### src/rtl/instruction_fetch_unit_pkg.sv
// Shared types for the instruction fetch front end and its controller:
// next-PC select encoding and the fetch FSM state.
package instruction_fetch_unit_pkg;

    typedef enum logic [1:0] {
        PcSel_PP4 = 2'b00,
        PcSel_OFS = 2'b01,
        PcSel_IND = 2'b10
    } PcSel;

    typedef enum logic [1:0] {
        IDLE  = 2'b00,
        FETCH = 2'b01,
        VALID = 2'b10,
        FAULT = 2'b11
    } FetchState;

    localparam int unsigned InstBytes = 4;

endpackage

### src/rtl/instruction_fetch_unit_pc_next_calc.sv
// Next-PC target selection and misalignment detection; purely combinational.
module pc_next_calc
    import instruction_fetch_unit_pkg::*;
#(
    parameter int ADDR_WIDTH = 32
) (
    input  logic [ADDR_WIDTH-1:0] pc,
    input  logic [1:0]            pcSel,
    input  logic [ADDR_WIDTH-1:0] offset,
    input  logic [ADDR_WIDTH-1:0] regBase,
    output logic [ADDR_WIDTH-1:0] target,
    output logic                  misaligned
);

    localparam logic [ADDR_WIDTH-1:0] ClearBit0 = {{(ADDR_WIDTH-1){1'b1}}, 1'b0};

    // Select 2'b11 is unused by the controller and falls back to PC+4.
    always_comb begin
        target = pc + ADDR_WIDTH'(InstBytes);
        case (pcSel)
            PcSel_OFS: target = pc + offset;
            PcSel_IND: target = (regBase + offset) & ClearBit0;
            default:   ;
        endcase
    end

    assign misaligned = |target[1:0];

endmodule

### src/rtl/instruction_fetch_unit.sv
// RV32I fetch front end: owns the PC, fetches one word per req/ack handshake
// and holds it until the controller accepts; misaligned targets halt the unit.
module instruction_fetch_unit
    import instruction_fetch_unit_pkg::*;
#(
    parameter int                    ADDR_WIDTH = 32,
    parameter int                    DATA_WIDTH = 32,
    parameter logic [ADDR_WIDTH-1:0] RESET_PC   = '0
) (
    input  logic                  i_Clock,
    input  logic                  i_Reset,
    output logic [ADDR_WIDTH-1:0] o_MemAddr,
    output logic                  o_MemReq,
    input  logic                  i_MemAck,
    input  logic [DATA_WIDTH-1:0] i_MemRdData,
    output logic [DATA_WIDTH-1:0] o_Inst,
    output logic                  o_InstValid,
    input  logic                  i_InstAccept,
    input  logic [1:0]            i_PCNextSel,
    input  logic [ADDR_WIDTH-1:0] i_Offset,
    input  logic [ADDR_WIDTH-1:0] i_RegBase,
    output logic [ADDR_WIDTH-1:0] o_PC,
    output logic [ADDR_WIDTH-1:0] o_PCPlus4,
    output logic                  o_Fault
);

    FetchState             state;
    logic [ADDR_WIDTH-1:0] pc;
    logic [ADDR_WIDTH-1:0] target;
    logic                  misaligned;

    pc_next_calc #(.ADDR_WIDTH(ADDR_WIDTH)) uNextPc (
        .pc         (pc),
        .pcSel      (i_PCNextSel),
        .offset     (i_Offset),
        .regBase    (i_RegBase),
        .target     (target),
        .misaligned (misaligned)
    );

    // All handshake outputs are registered alongside the state so they change
    // only on the transition that implies them.
    always_ff @(posedge i_Clock) begin
        if (i_Reset) begin
            state       <= IDLE;
            pc          <= RESET_PC;
            o_MemReq    <= 1'b0;
            o_InstValid <= 1'b0;
            o_Inst      <= '0;
            o_Fault     <= 1'b0;
        end else begin
            case (state)
                IDLE: begin
                    state    <= FETCH;
                    o_MemReq <= 1'b1;
                end
                FETCH: begin
                    if (i_MemAck) begin
                        o_Inst      <= i_MemRdData;
                        o_MemReq    <= 1'b0;
                        o_InstValid <= 1'b1;
                        state       <= VALID;
                    end
                end
                VALID: begin
                    if (i_InstAccept) begin
                        o_InstValid <= 1'b0;
                        if (misaligned) begin
                            o_Fault <= 1'b1;
                            state   <= FAULT;
                        end else begin
                            pc       <= target;
                            o_MemReq <= 1'b1;
                            state    <= FETCH;
                        end
                    end
                end
                default: ;
            endcase
        end
    end

    assign o_MemAddr = pc;
    assign o_PC      = pc;
    assign o_PCPlus4 = pc + ADDR_WIDTH'(InstBytes);

endmodule

### config.mk
export PLATFORM = sky130hd
export DESIGN_NAME = instruction_fetch_unit
export DESIGN_NICKNAME = d
export VERILOG_FILES = /design/src/rtl/instruction_fetch_unit_pkg.sv /design/src/rtl/instruction_fetch_unit_pc_next_calc.sv /design/src/rtl/instruction_fetch_unit.sv
export SDC_FILE = /design/constraint.sdc
export NUM_CORES = 1
export LEC_CHECK = 0
export CAP_MARGIN = 20
export CORE_MARGIN = 5
export CORE_UTILIZATION = 35
export DETAILED_ROUTE_END_ITERATION = 12
export SETUP_SLACK_MARGIN = 0.4
export SYNTH_ARGS = -nofsm -noshare
export SYNTH_HDL_FRONTEND = slang
export SYNTH_HIERARCHICAL = 1
export SYNTH_SLANG_ARGS = --single-unit
export TNS_END_PERCENT = 5
### constraint.sdc
create_clock -name i_Clock -period 5.7 [get_ports i_Clock]
set_input_delay 0.855 -clock i_Clock [delete_from_list [all_inputs] [get_ports i_Clock]]
set_output_delay 0.855 -clock i_Clock [all_outputs]
set_load 0.005 [all_outputs]
==> qor.txt, run 1 <==
CTS Root Cell: clkbuf_16
Mapped Area: 7576 sq um
Final period util: 0.6628
area of the multi-input gates: 5654 sq um
Core Rows: 53
Layout area overhead: 33.77%
Final Hold Violating Endpoints: 0
register area: 1381 sq um
Worst Path Max Fanout: 5
Post-synth ARST share: 0
crit path from: i_Offset[1]
share of layout cells above drive strength 1: 0.03454
Final ANT Viol Nets: 0
hold slack: 452.3 ps
dpl ws: 1637 ps
Final Non-Filler Cells: 1491
first-pass GRT wire length: 43150 microns
status: completed
die height: 157.1 microns
clock skew: 6.467 ps
DP Wirelength: 21080 microns
Setup TNS Final: 0 ps
post-layout minimum cycle time: 3778 ps
Fmax: 264.7 MHz
Synthesized Nets: 1219
max-slew violations: 0
initial antenna violation count: 0
die area: 24690 sq um
worst setup margin: 1922 ps
Antenna Diode Count: 0
flops & latches, synth: 69
Buf/Inv on CP: 2
Levels on crit path: 14
CP endpoint: o_MemAddr[24]
reg2reg start: o_MemAddr[9]
Max-Cap Viols: 0
Cells after DPL: 1475
r2r worst-path depth: 12
vias in the first global route: 7944
delay-heaviest family, CP: compound AO/OA/AOI/OAI gates
Max-slew headroom: 0.5301
critical path, cell by cell: clkdlybuf4s50_1, inv_1, fa_1, nor2b_1, o31ai_2, a31oi_1, a41oi_2, o31ai_1, a21o_1, a21oi_1, xor2_1, o221ai_1, nand2_1, a21oi_1
Ports: 233
vias: 8146
routability cong.: 0.8856
Finished Core Util: 0.4791
Setup-failing EPs final: 0
largest net degree at the start of global routing: 36
Avg Cell Area, Syn: 7.236 sq um
FF-to-FF setup slack: 2370 ps
Skew-Pair Late Insertion Delay: 330 ps
Post-Synth Simple-Gate Area: 0.2403
worst r2r dst: o_MemAddr[31]
WP data arrival: 3970 ps
number of I/O port buffers: 232
multiplexer share of the synthesized area: 0.003964
Hold Buf Count CTS: 0
most frequent CP cell: a21oi_1
Post-synth EDFFs: 0
Synthesis Warnings: 6
Crit Path Class: in -> reg
Post-CTS Setup Inserts: 0
Setup crit end kind: flop
PostCTS Resize Cnt: 0
Initial Util: 0.3581
maximum VDD drop: 0.1303 mV
initial drt markers: 459
Die X: 157.1 microns
Post-Syn Instances: 1047
slowest CP cell: clkdlybuf4s50_1
TritonRoute pass-1 iters: 5
Reg clk slew, reported paths: 60 ps
Routed WL: 27550 microns
DRC viols: 0
CTS sink cnt: 69
Vias/cell: 5.463
Compound-Gate Fraction of Synth Area: 0.2616
largest family of logic cells by synthesized area: compound AO/OA/AOI/OAI gates
Num CTS Buffers: 9
unrepaired setup endpoints after global routing: no
post-synthesis adder-cell area fraction: 0.1176
Core ar.: 21150 sq um
TritonCTS clock tree: done
GRT Total Usage: 0.2159
CP peak stage delay: 510 ps
global route overflow: 0
Tightest Hold Check Type: reg -> reg
Final nets: 1385
xor/xnor share of the synthesized area: 0.1225
leakage: 3.879 nW
Filler cells: 2137
startpoint types: primary input
Crit path required time: 5900 ps
wire length per cell: 18.48 microns
Seq/Total Area, Yosys: 0.1823
Worst Max-Slew Pin Slew: 704.9 ps
clk buf depth: 2
number of distinct library cells after synthesis: 70
Power Density: 156.8 nW/um^2
Post-synth top flop: dfxtp_1
CTS H-tree lvls: 3
through the flow:
stage          power (mW)  area, sq um
2_1_floorplan      0.8589         7576
3_3_place_gp        1.086         9832
3_5_place_dp        1.085         9832
4_1_cts             1.579        10080
5_1_grt             1.679        10130
6_report            1.589        10130
how the worst min path moves through the flow:
stage | start | endpoint | slack (ps) | cells past startpoint
floorplan | o_Inst[0] | o_Inst[0] | 450 | 2
global placement | o_Inst[24] | o_Inst[24] | 440 | 2
detailed placement | o_Inst[6] | o_Inst[6] | 450 | 2
CTS | o_Inst[6] | o_Inst[6] | 450 | 2
global route | o_Inst[30] | o_Inst[30] | 470 | 2
finish | o_Inst[30] | o_Inst[30] | 450 | 2
synthesized netlist by cell type, drive strengths merged (3+ instances only):
| library cell | count | area [sq um] |
|---|---|---|
| ha | 68 | 850.8 |
| inv | 26 | 97.59 |
| buf | 37 | 269.0 |
| a22oi | 7 | 52.55 |
| and4 | 9 | 78.83 |
| a211oi | 8 | 70.06 |
| or3 | 4 | 25.02 |
| nand4 | 27 | 175.2 |
| and3 | 22 | 137.6 |
| clkbuf | 47 | 176.4 |
| nor2 | 43 | 163.9 |
| a221oi | 14 | 122.6 |
| dfxtp | 69 | 1381 |
| o21a | 10 | 75.07 |
| nand2b | 6 | 37.54 |
| xnor2 | 78 | 683.2 |
| xor2 | 28 | 245.2 |
| a21oi | 135 | 675.7 |
| o221ai | 7 | 61.31 |
| a31oi | 12 | 75.07 |
| nor3 | 14 | 75.07 |
| nand3b | 3 | 22.52 |
| nor2b | 12 | 82.58 |
| o31ai | 4 | 35.03 |
| nand2 | 193 | 724.4 |
| nand4b | 3 | 26.28 |
| a21o | 28 | 210.2 |
| and2 | 6 | 37.54 |
| o21bai | 11 | 82.58 |
| nand3 | 34 | 175.2 |
| mux2i | 3 | 30.03 |
| a41oi | 3 | 33.79 |
| o221a | 3 | 33.78 |
| o211ai | 6 | 45.04 |
| o21ai | 36 | 202.7 |
cells in the final DEF, fill, tap and decap left out, types with 4 or more instances in the layout:
cell and n:
a211oi_1 6, a21o_1 28, a21oi_1 135, a221oi_1 14, a22oi_1 7, a31oi_1 12
and2_1 6, and3_1 22, and4_1 9, buf_4 5, clkbuf_16 9, clkdlybuf4s50_1 231
dfxtp_1 69, ha_1 68, inv_1 26, nand2_1 193, nand2b_1 6, nand3_1 33
nand4_1 26, nor2_1 41, nor2b_1 11, nor3_1 13, o211ai_1 6, o21a_1 10
o21ai_0 28, o21ai_1 4, o21bai_1 11, o221ai_1 7, or3_1 4, xnor2_1 78
xor2_1 28
power by group:
part / leakage [nW] / internal [mW] / switching, mW / total [mW]
clock network: 0.125 / 0.287 / 0.207 / 0.494
registers: 0.559 / 0.507 / 0.0194 / 0.526
logic: 3.19 / 0.268 / 0.300 / 0.568
logic make-up (layout without fill, tap and decap cells):
logic type | count (synthesis) | in the layout
and+or+nand+nor | 382 | 382
AOI/OAI and AO/OA | 307 | 307
buffers and inverters | 110 | 279
xor gates and xnor gates | 106 | 106
adders and majority gates | 70 | 70
DFF | 69 | 69
muxes | 3 | 3
sequential cells by signal, indices dropped and copies added (netlist names):
register,count
state,2
o_MemAddr,32
o_Inst,32
o_MemReq,1
o_InstValid,1
o_Fault,1
worst min-delay path, delay by kind of cell, from the launching register on:
family,cells,cell delay (ps)
AOI/OAI and AO/OA,1,50
DFF,1,310
and+or+nand+nor,1,50
per-layer routing:
metal	part of all wire	track usage	up-vias	wire length, microns
met3	0.10	0.06626	25	2744
met1	0.46	0.3001	3744	12640
met4	0.014	0.05162	0	388
li1	-	-	4070	-
met2	0.43	0.3283	307	11780
met5	0	0	-	0
cell type report:
cell class / instances / share of cell area
multi-input cells: 868 / 0.5579
inverters: 26 / 0.009630
flip-flops and latches: 69 / 0.1363
well taps: 275 / 0.03395
clock inverters: 3 / 0.001481
repair buffers: 239 / 0.2378
clock buffers: 11 / 0.02296
No activity file was read; power rests on OpenSTA's default activity.
==> run 2: changes to the inputs <==
--- a/config.mk
+++ b/config.mk
@@ -9,6 +9,7 @@
 export CORE_MARGIN = 5
 export CORE_UTILIZATION = 35
 export DETAILED_ROUTE_END_ITERATION = 12
+export PLACE_DENSITY = 0.65
 export SETUP_SLACK_MARGIN = 0.4
 export SYNTH_ARGS = -nofsm -noshare
 export SYNTH_HDL_FRONTEND = slang
==> constraint.sdc (replaced) <==
create_clock -name i_Clock -period 3.05 [get_ports i_Clock]
set_input_delay 0.4575 -clock i_Clock [delete_from_list [all_inputs] [get_ports i_Clock]]
set_output_delay 0.4575 -clock i_Clock [all_outputs]
set_load 0.005 [all_outputs]
==> run 2 against run 1 <==
Compared with the run above: design area grew 20%; utilization grew 9.8 points; total power grew 120%; hold slack gained 0.98 ps; clock skew grew 1.8 ps; combinational power grew 130%; clock power grew 140%.
==> qor.txt, run 2 (synthesis gave the netlist of run 1 again) <==
Vias/cell: 5.354 (-2.0%)
Final nets: 1586 (+15%)
wire length per cell: 18.14 microns (-1.8%)
Antenna Diode Count: 0 (unchanged)
Ports: 233 (unchanged)
die area: 24690 sq um (unchanged)
Worst Path Max Fanout: 7 (+2)
Reg clk slew, reported paths: 60 ps (about the same)
global route overflow: 0 (unchanged)
startpoint types: flop
DRC viols: 0 (unchanged)
CTS H-tree lvls: 3 (unchanged)
first-pass GRT wire length: 46660 microns (+8.1%)
leakage: 5.080 nW (+31%)
clock skew: 8.275 ps (+1.809 ps)
Final ANT Viol Nets: 0 (unchanged)
leading cell type in the layout, fill and taps excluded: clkdlybuf4s50_1
Core ar.: 21150 sq um (unchanged)
Setup-failing EPs final: 0 (unchanged)
commonest non-fill, non-tap cells in the layout: 199 x clkdlybuf4s50_1, 196 x buf_4, 191 x nand2_1, 129 x a21oi_1, 76 x xnor2_1
Skew-Pair Late Insertion Delay: 340 ps (about the same)
routability cong.: 0.9488 (+7.1%)
Core Rows: 53 (unchanged)
CTS Root Cell: clkbuf_16
Die X: 157.1 microns (unchanged)
clk buf depth: 2 (unchanged)
status: completed
final instance area: 12200 sq um (+20%)
Crit path required time: 2590 ps (-3310 ps)
vias: 9070 (+11%)
die height: 157.1 microns (unchanged)
Final Hold Violating Endpoints: 0 (unchanged)
Max-slew headroom: 0.5215 (-0.008625)
Worst Max-Slew Pin Slew: 717.8 ps (+12.94 ps)
initial drt markers: 639 (+39%)
number of I/O port buffers: 232 (unchanged)
WP data arrival: 2380 ps (-1590 ps)
Area after DPL: 11260 sq um (+15%)
Initial Util: 0.3581 (unchanged)
CTS sink cnt: 69 (unchanged)
Final period util: 0.9319
GRT Total Usage: 0.2340 (+0.01808)
TritonCTS clock tree: done
unrepaired setup endpoints after global routing: yes
vias in the first global route: 8687 (+9.4%)
worst setup margin: 207.7 ps (-1715 ps)
Setup crit end kind: primary output
post-layout minimum cycle time: 2842 ps
TritonRoute pass-1 iters: 5 (unchanged)
power consumption: 3.522 mW (+120%)
max-slew violations: 0 (unchanged)
Power Density: 288.7 nW/um^2 (+84%)
Fmax: 351.8 MHz
Tightest Hold Check Type: reg -> reg
initial antenna violation count: 0 (unchanged)
Max-Cap Viols: 0 (unchanged)
Routed WL: 30730 microns (+12%)
Layout area overhead: 61.04%
dpl ws: -432.1 ps (-2069 ps)
maximum VDD drop: 0.3466 mV (+170%)
share of layout cells above drive strength 1: 0.2163 (+0.1818)
largest net degree at the start of global routing: 38 (+5.6%)
Crit Path Class: reg -> out
DP Wirelength: 23600 microns (+12%)
Num CTS Buffers: 9 (unchanged)
## run 2: cell count changes in the layout (fill, tap and decap cells not counted), sizes merged
cell | before | now
dlygate4sd2 | 0 | 18
clkinv | 3 | 2
dlymetal6s2s | 0 | 9
clkdlybuf4s50 | 231 | 199
bufinv | 0 | 3
buf | 8 | 210
clkinvlp | 0 | 1
clkdlybuf4s15 | 0 | 3
## run 2: per-layer routing
metal / track usage / up-vias / wire, microns
li1: - / 4467 / -
met1: 0.3366 / 4253 / 14260
met2: 0.3624 / 328 / 13530
met3: 0.05224 / 22 / 2598
met4: 0.04424 / 0 / 343
met5: 0 / - / 0
## run 2: path summary, 6_finish.rpt
path,startpoint,cells past startpoint,endpoint,slack (ps)
max,o_MemAddr[3],7,o_PCPlus4[21],210
min,o_Inst[18],2,o_Inst[18],450
max reg2reg,o_MemAddr[0],15,o_MemAddr[30],350
min reg2reg,o_Inst[18],2,o_Inst[18],450
## run 2: layout make-up
class | count | area (sq um)
repair buffers | 440 | 3940
multi-input cells | 868 | 6080
clock buffers | 10 | 229.0
clock inverters | 6 | 111.4
flip-flops and latches | 69 | 1399
inverters | 26 | 97.59
well taps | 275 | 344.1
fillers | 1974 | 8954
## run 2: power breakdown
group          internal (mW)  leakage [nW]  switching, mW  total, mW
logic                  0.678          4.35          0.655       1.33
clock network          0.799         0.163          0.416       1.21
registers              0.945         0.564         0.0293      0.974
## run 2: critical path, stage by stage, from the launching register on
cell             delay (ps)
dfxtp_4                 400
buf_4                   160
nand4_1                 210
nor3_2                  240
buf_4                   190
nand4_1                 120
xnor2_1                 170
clkdlybuf4s50_1         550
## run 2: repair_timing
action / 4_1_cts / 5_1_grt
gates cloned: 0 / 0
setup buffers: 13 / 5
pin swaps: 48 / 26
endpoints found under the setup margin: 58 / 58
hold buffers: 0 / 0
resized for setup: 89 / 33
## run 2: per-stage QoR
| stage | instances | utilization | TNS (ps) | hold WS, ps |
|---|---|---|---|---|
| finish | 1694 | 0.5767 | 0 | 453.3 |
| global route | 1694 | 0.5767 | 0 | 467.3 |
| CTS | 1689 | 0.5669 | 0 | 453.7 |
| detailed placement | 1660 | 0.5323 | -8365 | 447.6 |
| global placement | 1660 | 0.5323 | -7670 | 441.1 |
| floorplan | 1047 | - | 0 | 452.7 |
==> run 3: changes to the inputs <==
--- a/config.mk
+++ b/config.mk
@@ -9,6 +9,7 @@
 export CORE_MARGIN = 5
 export CORE_UTILIZATION = 35
 export DETAILED_ROUTE_END_ITERATION = 12
+export GPL_ROUTABILITY_DRIVEN = 0
 export PLACE_DENSITY = 0.65
 export SETUP_SLACK_MARGIN = 0.4
 export SYNTH_ARGS = -nofsm -noshare
==> run 3 against run 2 <==
Compared with the run above: clock skew up 1.7 ps; die area did not move; sequential power is essentially flat; count of clock-buffer cells in the layout unchanged; total power decreased by 1.2%; combinational power about the same; global-route usage down 0.18 points; critical endpoint is now o_MemAddr[22]; largest cell class unchanged; highest routed layer unchanged.
==> qor.txt, run 3 (synthesis gave the netlist of run 1 again) <==
status: completed
leakage: 4.972 nW (-2.1%)
DP Wirelength: 22630 microns (-4.1%)
GR peak layer: met2
Power Density: 289.0 nW/um^2 (+0.12%)
Crit Path Class: in -> reg
Worst Hold Path EP: o_Inst[16]
unrepaired setup endpoints after global routing: yes
Core Rows: 53 (unchanged)
max-slew violations: 0 (unchanged)
post-layout minimum cycle time: 2790 ps (-52.25 ps)
global route overflow: 0 (unchanged)
Reg clk slew, reported paths: 70 ps (about the same)
clk buf depth: 2 (unchanged)
Max-slew headroom: 0.5349 (+0.01348)
Skew-Pair Late Insertion Delay: 340 ps (about the same)
Final period util: 0.9148 (-0.01713)
die height: 157.1 microns (unchanged)
Core ar.: 21150 sq um (unchanged)
commonest non-fill, non-tap cells in the layout: 202 x clkdlybuf4s50_1, 190 x nand2_1, 172 x buf_4, 130 x a21oi_1, 76 x xnor2_1
Fmax: 358.4 MHz (+1.9%)
GRT Total Usage: 0.2322 (-0.001793)
Worst Max-Slew Pin Slew: 697.6 ps (-20.22 ps)
first-pass GRT wire length: 46290 microns (-0.80%)
Final ANT Viol Nets: 0 (unchanged)
hold path cells: 2 (unchanged)
CTS Root Cell: clkbuf_16
Num CTS Buffers: 9 (unchanged)
CTS H-tree lvls: 3 (unchanged)
leading cell type in the layout, fill and taps excluded: clkdlybuf4s50_1
Routed WL: 29560 microns (-3.8%)
Setup-failing EPs final: 0 (unchanged)
Vias/cell: 5.386 (+0.59%)
clock skew: 10.00 ps (+1.727 ps)
power consumption: 3.478 mW (-1.2%)
die area: 24690 sq um (unchanged)
Tightest Hold Check Type: reg -> reg
TritonCTS clock tree: done
DRC viols: 0 (unchanged)
initial drt markers: 862 (+35%)
maximum VDD drop: 0.3533 mV (+1.9%)
Final nets: 1562 (-1.5%)
Setup crit end kind: flop
WP data arrival: 3020 ps (+640 ps)
FF-to-FF setup slack: 350 ps (about the same)
share of layout cells above drive strength 1: 0.2158 (-0.0005789)
met1 Use GR: 0.3183 (-0.01822)
Final Hold Violating Endpoints: 0 (unchanged)
r2r worst-path depth: 13 (-2)
initial antenna violation count: 0 (unchanged)
number of I/O port buffers: 232 (unchanged)
Crit path required time: 3280 ps (+690 ps)
Ports: 233 (unchanged)
vias in the first global route: 8681 (-0.069%)
met3 usage: 0.07671 (+0.02447)
hold slack: 451.1 ps (-2.178 ps)
Worst Path Max Fanout: 4 (-3)
startpoint types: primary input
largest net degree at the start of global routing: 37 (-2.6%)
Initial Util: 0.3581 (unchanged)
Antenna Diode Count: 0 (unchanged)
Die X: 157.1 microns (unchanged)
worst r2r dst: o_MemAddr[28]
TritonRoute pass-1 iters: 5 (unchanged)
reg2reg start: o_MemAddr[3]
CTS sink cnt: 69 (unchanged)
vias: 8994 (-0.84%)
Max-Cap Viols: 0 (unchanged)
Filler cells: 1951 (-1.2%)
Layout area overhead: 58.84%
min-delay src: o_Inst[16]
M2 GR Usage: 0.3581 (-0.004293)
wire length per cell: 17.70 microns (-2.4%)
## run 3: timing repair
action | CTS | global route
endpoints found under the hold margin | 0 | 0
setup endpoints to repair | 57 | 56
buffers inserted | 9 | 4
resized for setup | 84 | 59
hold buffers | 0 | 0
pin swaps | 44 | 24
## run 3: through the flow
| step | cells | setup TNS, ps | area, sq um | worst slack [ps] | utilization |
|---|---|---|---|---|---|
| after CTS | 1666 | 0 | 11810 | 250.8 | 0.5583 |
| after detailed placement | 1641 | -7650 | 11120 | -401.1 | 0.5256 |
| after floorplan | 1047 | 0 | 7579 | 289.0 | - |
| final | 1670 | 0 | 12030 | 259.9 | 0.5689 |
| after global placement | 1641 | -5892 | 11120 | -333.5 | 0.5256 |
| after global routing | 1670 | 0 | 12030 | 100.2 | 0.5689 |
## run 3: where the power goes
part | switching, mW | internal [mW]
Combinational | 0.639 | 0.667
Clock | 0.452 | 0.746
Sequential | 0.0301 | 0.945
## run 3: area by class of cell
| class | instances | area (sq um) | area share |
|---|---|---|---|
| Sequential cell | 69 | 1404 | 0.1167 |
| Clock buffer | 10 | 239.0 | 0.01986 |
| Clock inverter | 6 | 93.84 | 0.007798 |
| Tap cell | 275 | 344.1 | 0.02859 |
| Multi-Input combinational cell | 868 | 6115 | 0.5081 |
| Inverter | 26 | 97.59 | 0.008110 |
| Timing Repair Buffer | 416 | 3741 | 0.3109 |
## run 3: worst max-delay path by stage
stage	startpoint	end	slack, ps	cells after the start
detailed placement	i_Offset[1]	o_MemAddr[26]	-400	15
CTS	i_Offset[0]	o_MemAddr[28]	250	15
global placement	i_Offset[2]	o_MemAddr[26]	-330	14
finish	i_RegBase[12]	o_MemAddr[22]	260	13
floorplan	i_Offset[0]	o_MemAddr[28]	290	14
global route	i_RegBase[12]	o_MemAddr[16]	100	14
## run 3: metal layers
layer,wire length (microns),up-vias
met4,416,0
met5,0,-
met3,3429,33
met2,12780,419
li1,-,4411
met1,12940,4131
## run 3: critical path, stage by stage
cell,delay (ps)
clkdlybuf4s50_1,420
ha_1,350
nand2_2,90
a21oi_2,40
a221o_1,340
a41oi_4,240
o211ai_1,140
a21o_1,230
buf_4,140
xnor2_1,240
o221ai_1,180
nand2_1,90
a21oi_1,60
